File: config.mk
export PLATFORM = sky130hd
export DESIGN_NAME = rr_pop_arbiter
export DESIGN_NICKNAME = d
export VERILOG_FILES = /design/src/rtl/rr_pop_arbiter.sv
export SDC_FILE = /design/constraint.sdc
export NUM_CORES = 1
export LEC_CHECK = 0
export BUFFER_PORTS_ARGS = -buffer_cell sky130_fd_sc_hd__buf_4
export CAP_MARGIN = 40
export CORE_ASPECT_RATIO = 0.7
export CORE_MARGIN = 3
export CORE_UTILIZATION = 44
export DETAILED_ROUTE_END_ITERATION = 7
export PLACE_DENSITY = 0.79
export SLEW_MARGIN = 10
export SYNTH_ARGS = -nofsm -noshare
export SYNTH_HDL_FRONTEND = slang
export SYNTH_SLANG_ARGS = --single-unit
export TNS_END_PERCENT = 100
File: constraint.sdc
create_clock -name clk -period 2.7 [get_ports clk]
set_input_delay 0.54 -clock clk [delete_from_list [all_inputs] [get_ports clk]]
set_output_delay 0.54 -clock clk [all_outputs]
set_load 0.03 [all_outputs]
File: src/rtl/rr_pop_arbiter.sv
// Round-robin arbiter that pops one of NUM_IN fifo ports per cycle into a single-entry valid/ready output stage.
// Optional statistics counters (grant_cnt, stall_cnt) are built when ARB_STATS_EN is defined.
module rr_pop_arbiter #(
  parameter int unsigned NUM_IN = 4,
  parameter int unsigned WIDTH  = 8,
  localparam int unsigned SRC_W = (NUM_IN > 1) ? $clog2(NUM_IN) : 1
) (
  input  logic                    clk,
  input  logic                    rst,
  input  logic [NUM_IN-1:0]       in_valid,
  input  logic [NUM_IN*WIDTH-1:0] in_data,
  output logic [NUM_IN-1:0]       in_ready,
  output logic                    out_valid,
  output logic [WIDTH-1:0]        out_data,
  output logic [SRC_W-1:0]        out_src,
  input  logic                    out_ready
`ifdef ARB_STATS_EN
  ,
  output logic [31:0]             grant_cnt,
  output logic [31:0]             stall_cnt
`endif
);

  logic [SRC_W-1:0] ptr;
  logic [SRC_W-1:0] gnt;
  logic [SRC_W-1:0] nxt_ptr;
  logic [WIDTH-1:0] sel_data;
  logic             found;
  logic             load;
  int unsigned      idx;

  assign load = !out_valid || out_ready;

  // First valid port scanning from ptr, wrapping modulo NUM_IN.
  always_comb begin
    found = 1'b0;
    gnt   = '0;
    idx   = 0;
    for (int unsigned off = 0; off < NUM_IN; off++) begin
      idx = 32'(ptr) + off;
      if (idx >= NUM_IN) idx = idx - NUM_IN;
      if (!found && in_valid[SRC_W'(idx)]) begin
        found = 1'b1;
        gnt   = SRC_W'(idx);
      end
    end
  end

  // Pop strobe and data mux; pop_ready is never raised on an invalid port or in reset.
  always_comb begin
    in_ready = '0;
    sel_data = '0;
    for (int unsigned i = 0; i < NUM_IN; i++) begin
      if (SRC_W'(i) == gnt) begin
        sel_data    = in_data[i*WIDTH +: WIDTH];
        in_ready[i] = !rst && load && found;
      end
    end
  end

  assign nxt_ptr = (gnt == SRC_W'(NUM_IN - 1)) ? '0 : gnt + 1'b1;

  always_ff @(posedge clk) begin
    if (rst) begin
      out_valid <= 1'b0;
      out_data  <= '0;
      out_src   <= '0;
      ptr       <= '0;
    end else if (load) begin
      out_valid <= found;
      if (found) begin
        out_data <= sel_data;
        out_src  <= gnt;
        ptr      <= nxt_ptr;
      end
    end
  end

`ifdef ARB_STATS_EN
  // Saturating pop and stall counters.
  always_ff @(posedge clk) begin
    if (rst) begin
      grant_cnt <= '0;
      stall_cnt <= '0;
    end else begin
      if (load && found && grant_cnt != 32'hFFFF_FFFF) grant_cnt <= grant_cnt + 32'd1;
      if (out_valid && !out_ready && stall_cnt != 32'hFFFF_FFFF) stall_cnt <= stall_cnt + 32'd1;
    end
  end
`endif

endmodule

# After elaboration in Yosys (flattened, before gate mapping)
# Index checks and enable logic that the tools add are counted.
dict set report op_classes {
  magnitude_cmp 8
  mux 29
  reduce_logical 13
  eq_ne 4
  n_addsub 8
}
# op count
set op_table {}
lappend op_table {{2-to-1 mux 8 bit} 4}
lappend op_table {{2-to-1 mux 2 bit} 9}
lappend op_table {{< comparator 2 x 3 -> 1 bit, second input constant} 4}
lappend op_table {{2-to-1 mux 1 bit} 12}
lappend op_table {{greater-or-equal comparator 3 bit, second input constant} 3}
lappend op_table {{binary-select mux 1 bit (select 2 bit)} 4}
lappend op_table {{subtractor 2 x 1 -> 2 bit, second input constant} 4}
lappend op_table {{adder 2 x 2 -> 3 bit, second input constant} 2}
lappend op_table {{logical AND 1 bit} 5}
lappend op_table {{logical NOT 1 bit} 5}
lappend op_table {{equality test 2 bit, first input constant} 2}
lappend op_table {{adder 2 x 1 -> 3 bit, second input constant} 1}
lappend op_table {{greater-or-equal comparator 2 x 3 -> 1 bit, second input constant} 1}
lappend op_table {{adder 2 x 1 -> 2 bit, second input constant} 1}
lappend op_table {{equality test 1 x 2 -> 1 bit, first input constant} 1}
lappend op_table {{equality test 2 bit, second input constant} 1}
lappend op_table {{logical NOT 2 bit} 1}
lappend op_table {{AND reduction 2 bit} 1}
lappend op_table {{logical OR 1 bit} 1}
dict set report totals {
  in_bits 39
  out_inout_bits 15
  word_cells 66
  regBits 13
}

# Longest topological paths before layout
dict set report depth {
  word_depth 19
  depth_mapped 11
  ltp_nobuf 9
}

# Worst setup path after synthesis
# OpenSTA, ideal clock, no wires.
dict set report synth_path {
  path_type {input -> output}
  startpoint {input port in_valid[2]}
  endpoint {output port in_ready[3]}
  t_arrival_ns 2.122
  slack_ns 0.038
  required_ns 2.160
  cell_stages 7
  n_path_buf 2
  path_cell_list {a22o_1 > a211o_1 > inv_2 > ha_1 > clkbuf_1 > buf_2 > and2_1}
}
dict set report synth_via {
  elab_chain_cells 14
  word_cells_on_any_way 25
  classes_between {1 x eq/ne; 17 x mux; 7 x reduce/logical}
}
# item line_no
set synth_lines {}
lappend synth_lines {{from (decl)} 10} ;# input logic [NUM_IN-1:0] in_valid,
lappend synth_lines {{binary-select mux 1 bit (select 2 bit)} 42} ;# if (!found && in_valid[SRC_W'(idx)]) begin
lappend synth_lines {{2-to-1 mux 1 bit (not written as such)} 42}
lappend synth_lines {{2-to-1 mux 1 bit} 42}
lappend synth_lines {{logical NOT 1 bit} 42}
lappend synth_lines {{logical AND 1 bit} 42}
lappend synth_lines {{2-to-1 mux 1 bit} 42}
lappend synth_lines {{logical NOT 1 bit} 42}
lappend synth_lines {{logical AND 1 bit} 42}
lappend synth_lines {{2-to-1 mux 1 bit} 42}
lappend synth_lines {{logical NOT 1 bit} 42}
lappend synth_lines {{logical AND 1 bit} 42}
lappend synth_lines {{2-to-1 mux 2 bit *} 42}
lappend synth_lines {{via gnt[0]} 25} ;# logic [SRC_W-1:0] gnt;
lappend synth_lines {{equality test 2 bit *} 54} ;# if (SRC_W'(i) == gnt) begin
lappend synth_lines {{2-to-1 mux 1 bit *} 54}
lappend synth_lines {{to (decl)} 12} ;# output logic [NUM_IN-1:0] in_ready,
# Mark *: on every way through the listed nets, which the timed path passes. The rest lies on a longest branch. The select of a mux whose other input is x is not followed.

# Worst setup path in the final report
dict set report layout_path {
  startpoint {register ptr[0]}
  endpoint {output port in_ready[1]}
}
dict set report layout_via {
  elab_chain_cells 16
  word_cells_on_any_way 40
  classes_between {7 x add/sub; 4 x order compare; 1 x eq/ne; 21 x mux; 7 x reduce/logical}
}
# item line_no
set layout_lines {}
lappend layout_lines {{from (decl)} 24} ;# logic [SRC_W-1:0] ptr;
lappend layout_lines {{from (signal assigned)} 74} ;# ptr <= nxt_ptr;
lappend layout_lines {{parallel branches: the longest is 13 deep, another holds adder 2 x 1 -> 3 bit} --}
lappend layout_lines {{2-to-1 mux 2 bit *} 42}
lappend layout_lines {{via gnt[0]} 25}
lappend layout_lines {{equality test 1 x 2 -> 1 bit *} 54}
lappend layout_lines {{2-to-1 mux 1 bit *} 54}
# Mark *: on every way through the listed nets, which the timed path passes. The select of a mux whose other input is x is not followed.

==> run metrics <==
outcome finished, final reports clean; Via-to-Cell Ratio 5.24; post-synthesis mux area share 0%; WHS 0.493 ns; non-filler cells, final 200; number of port buffers 53; largest net degree at the start of global routing 18; final hold vios 0; Sink Count 13; initial antenna violation count 0; Post-CTS Setup Bufs 0; GRT Overall Usage 20.4%; Crit path required time 2.16 ns; Peak VDD IR 0.198 mV; Nets 214; fmax a little under 400 MHz; Finish-stage setup viols 0; Via Count 1048; Mapped Area 1010 um^2; die area 2910 um^2; crit share post-route 94.9%; crit start category register; RSZ-0062 raised after global routing no; DRT antenna net count 0; largest family of logic cells by synthesized area compound AO/OA/AOI/OAI gates; std cell rows 13; vias in the first global route between 900 and 1000; Post-Syn Instances between 100 and 150; Root Buffer clkbuf_4; Clock Path Buffers 2; relative slew slack 71.5%; #FFs+latches synth 13; DR iter-0 viols 44; Worst Path Max Fanout 17; CTS clk-pin slew, worst paths 0.09 ns; H-tree Lvls 1; Post-route DRC 0; simple-gate share of the synthesized area between 20% and 30%; global-route wire length before repair 4.55 mm; die height 46.1 um; hold_buf cts 0; total gr overflow 0; NetSw about 350 uW; dpl hpwl 2.26 mm; worst skew pair latency 0.28 ns; fin crit period 2.56 ns; area grow syn2layout 43.1%; Leak Pwr about 0.00067 uW; CP Class reg -> out; Synth Area in Compound Gates 30.9%; power share of the sequential group 29.1%; core area 2000 um^2; WL/cell 14.1 um; Slew @ Worst Pin 0.427 ns; cell count after placement 196; Initial DRT Pass Iterations 4; Hold Path Class reg -> reg; TritonCTS clock tree done; R2R setup slack 0.44 ns; width of the die 63.2 um; fillers 175; n_diodes 0; Distinct cells, synth 32; crit end category primary output; routability cong. 0.789; Power Total 840 uW; mean area per synthesized cell 8.62 um^2; Routed WL 2.82 mm; CTS buffer count 3; syn_nets 160; number of max-cap violations 0; register area share after synthesis 25.8%; sw frac 41.5%; final clock skew 0.00957 ns; clock group share of total power 14.9%; setup tns final 0 ns; Initial Utilization 50.4%; P_int 491 uW; post-synthesis xor/xnor area fraction 0%; share of layout cells above drive strength 1 47.6%; synth warn 0; Pins Over Slew Limit 0; CP Data Arrival Time 2.02 ns; Synth Area in Adders 4.96%; PwrDens 582 nW/um^2; Comb power frac between 50% and 60%; num ports 54
[cells in the final DEF, fill, tap and decap left out, drive strengths merged]
master  instances
or3             1
a211oi          8
a21oi          14
clkbuf          4
a21o            2
nor4            1
nand3b         10
a211o           1
o32ai           1
nand2b          3
o22ai           1
and2            4
buf            58
nor2           10
o21ai           2
inv            13
nor3            8
nand2           3
dfxtp          13
ha              4
a221oi          8
a22o            1
[power groups by stage]
| stage | logic (uW) | registers (uW) | clock network, uW |
|---|---|---|---|
| after floorplan | 266 | 299 | 0 |
| after global placement | 453 | 246 | 0 |
| after CTS | 467 | 245 | 129 |
| after detailed placement | 466 | 249 | 0 |
| final | 471 | 244 | 125 |
| after global routing | 507 | 249 | 141 |
[worst paths after layout]
path / startpoint / end / cells past startpoint
max reg2reg: ptr[0] / out_data[3] / 9
min: out_src[0] / out_src[0] / 2
min reg2reg: out_src[0] / out_src[0] / 2
max: ptr[0] / in_ready[1] / 7
[layout make-up]
| class | count | area (um^2) | share of cell area, % |
|---|---|---|---|
| tap | 30 | 37.5 | 2.60 |
| timing repair buffer | 58 | 435 | 30.2 |
| multi-input combinational | 82 | 634 | 44.0 |
| sequential | 13 | 260 | 18.0 |
| clock buffer | 4 | 26.3 | 1.82 |
| inverter | 13 | 48.8 | 3.38 |
[critical path, stage by stage, from the launching register on]
cell and delay [ns]:
dfxtp_1 0.33, inv_1 0.09, a22o_1 0.22, a211o_1 0.33
inv_2 0.10, ha_2 0.33, and2_1 0.18, buf_4 0.16
[what timing repair did]
action                     in CTS  in global routing
gates resized for setup         0                  1
hold endpoints to repair        0                  0
setup endpoints to repair       0                  1
[synth_stat cells]
cell	n	area share, %
a211o_1	1	0.87
a211oi_1	1	0.74
a211oi_2	7	8.7
a21o_1	1	0.74
a21o_4	1	1.5
a21oi_1	13	6.5
a21oi_2	1	0.87
a221oi_1	8	6.9
a22o_1	1	0.87
and2_1	4	2.5
buf_1	1	0.37
buf_12	1	2.0
buf_2	2	0.99
buf_4	2	1.5
buf_6	1	1.1
clkbuf_1	2	0.74
dfxtp_1	13	26
ha_1	4	5.0
inv_1	12	4.5
inv_2	1	0.37
nand2_1	3	1.1
nand2b_1	3	1.9
nand3b_1	10	7.4
nor2_1	10	3.7
nor3_1	1	0.50
nor3_2	7	6.9
nor4_4	1	2.1
o21ai_0	1	0.50
o21ai_1	1	0.50
o22ai_1	1	0.62
o32ai_2	1	1.6
or3_1	1	0.62
[metrics by stage]
stage | setup slack, ns | util (%) | instance area, um^2
6_report | 0.137 | 72.1 | 1440
5_1_grt | 0.0579 | 72.1 | 1440
4_1_cts | 0.0331 | 72.0 | 1440
3_5_place_dp | 0.0569 | 70.7 | 1410
3_3_place_gp | 0.115 | 70.7 | 1410
2_1_floorplan | 0.0380 | - | 1010
[state kept, by name, summed over array words and instances (netlist names)]
| register | count |
|---|---|
| out_src | 2 |
| out_valid | 1 |
| out_data | 8 |
| ptr | 2 |
[routing by layer]
layer	wire length (um)	up-vias	GRT usage [%]
li1	-	524	-
met1	1190	467	25.7
met2	1370	55	36.1
met3	238	2	4.15
met4	19	0	6.44
met5	0	-	0
[cell families (layout without fill, tap and decap cells)]
family | Yosys count | in the layout
AOI/OAI and AO/OA | 38 | 38
and+or+nand+nor | 40 | 40
buffers and inverters | 22 | 75
adders and majority gates | 4 | 4
DFF | 13 | 13
Power figures use the tool's default switching activity.
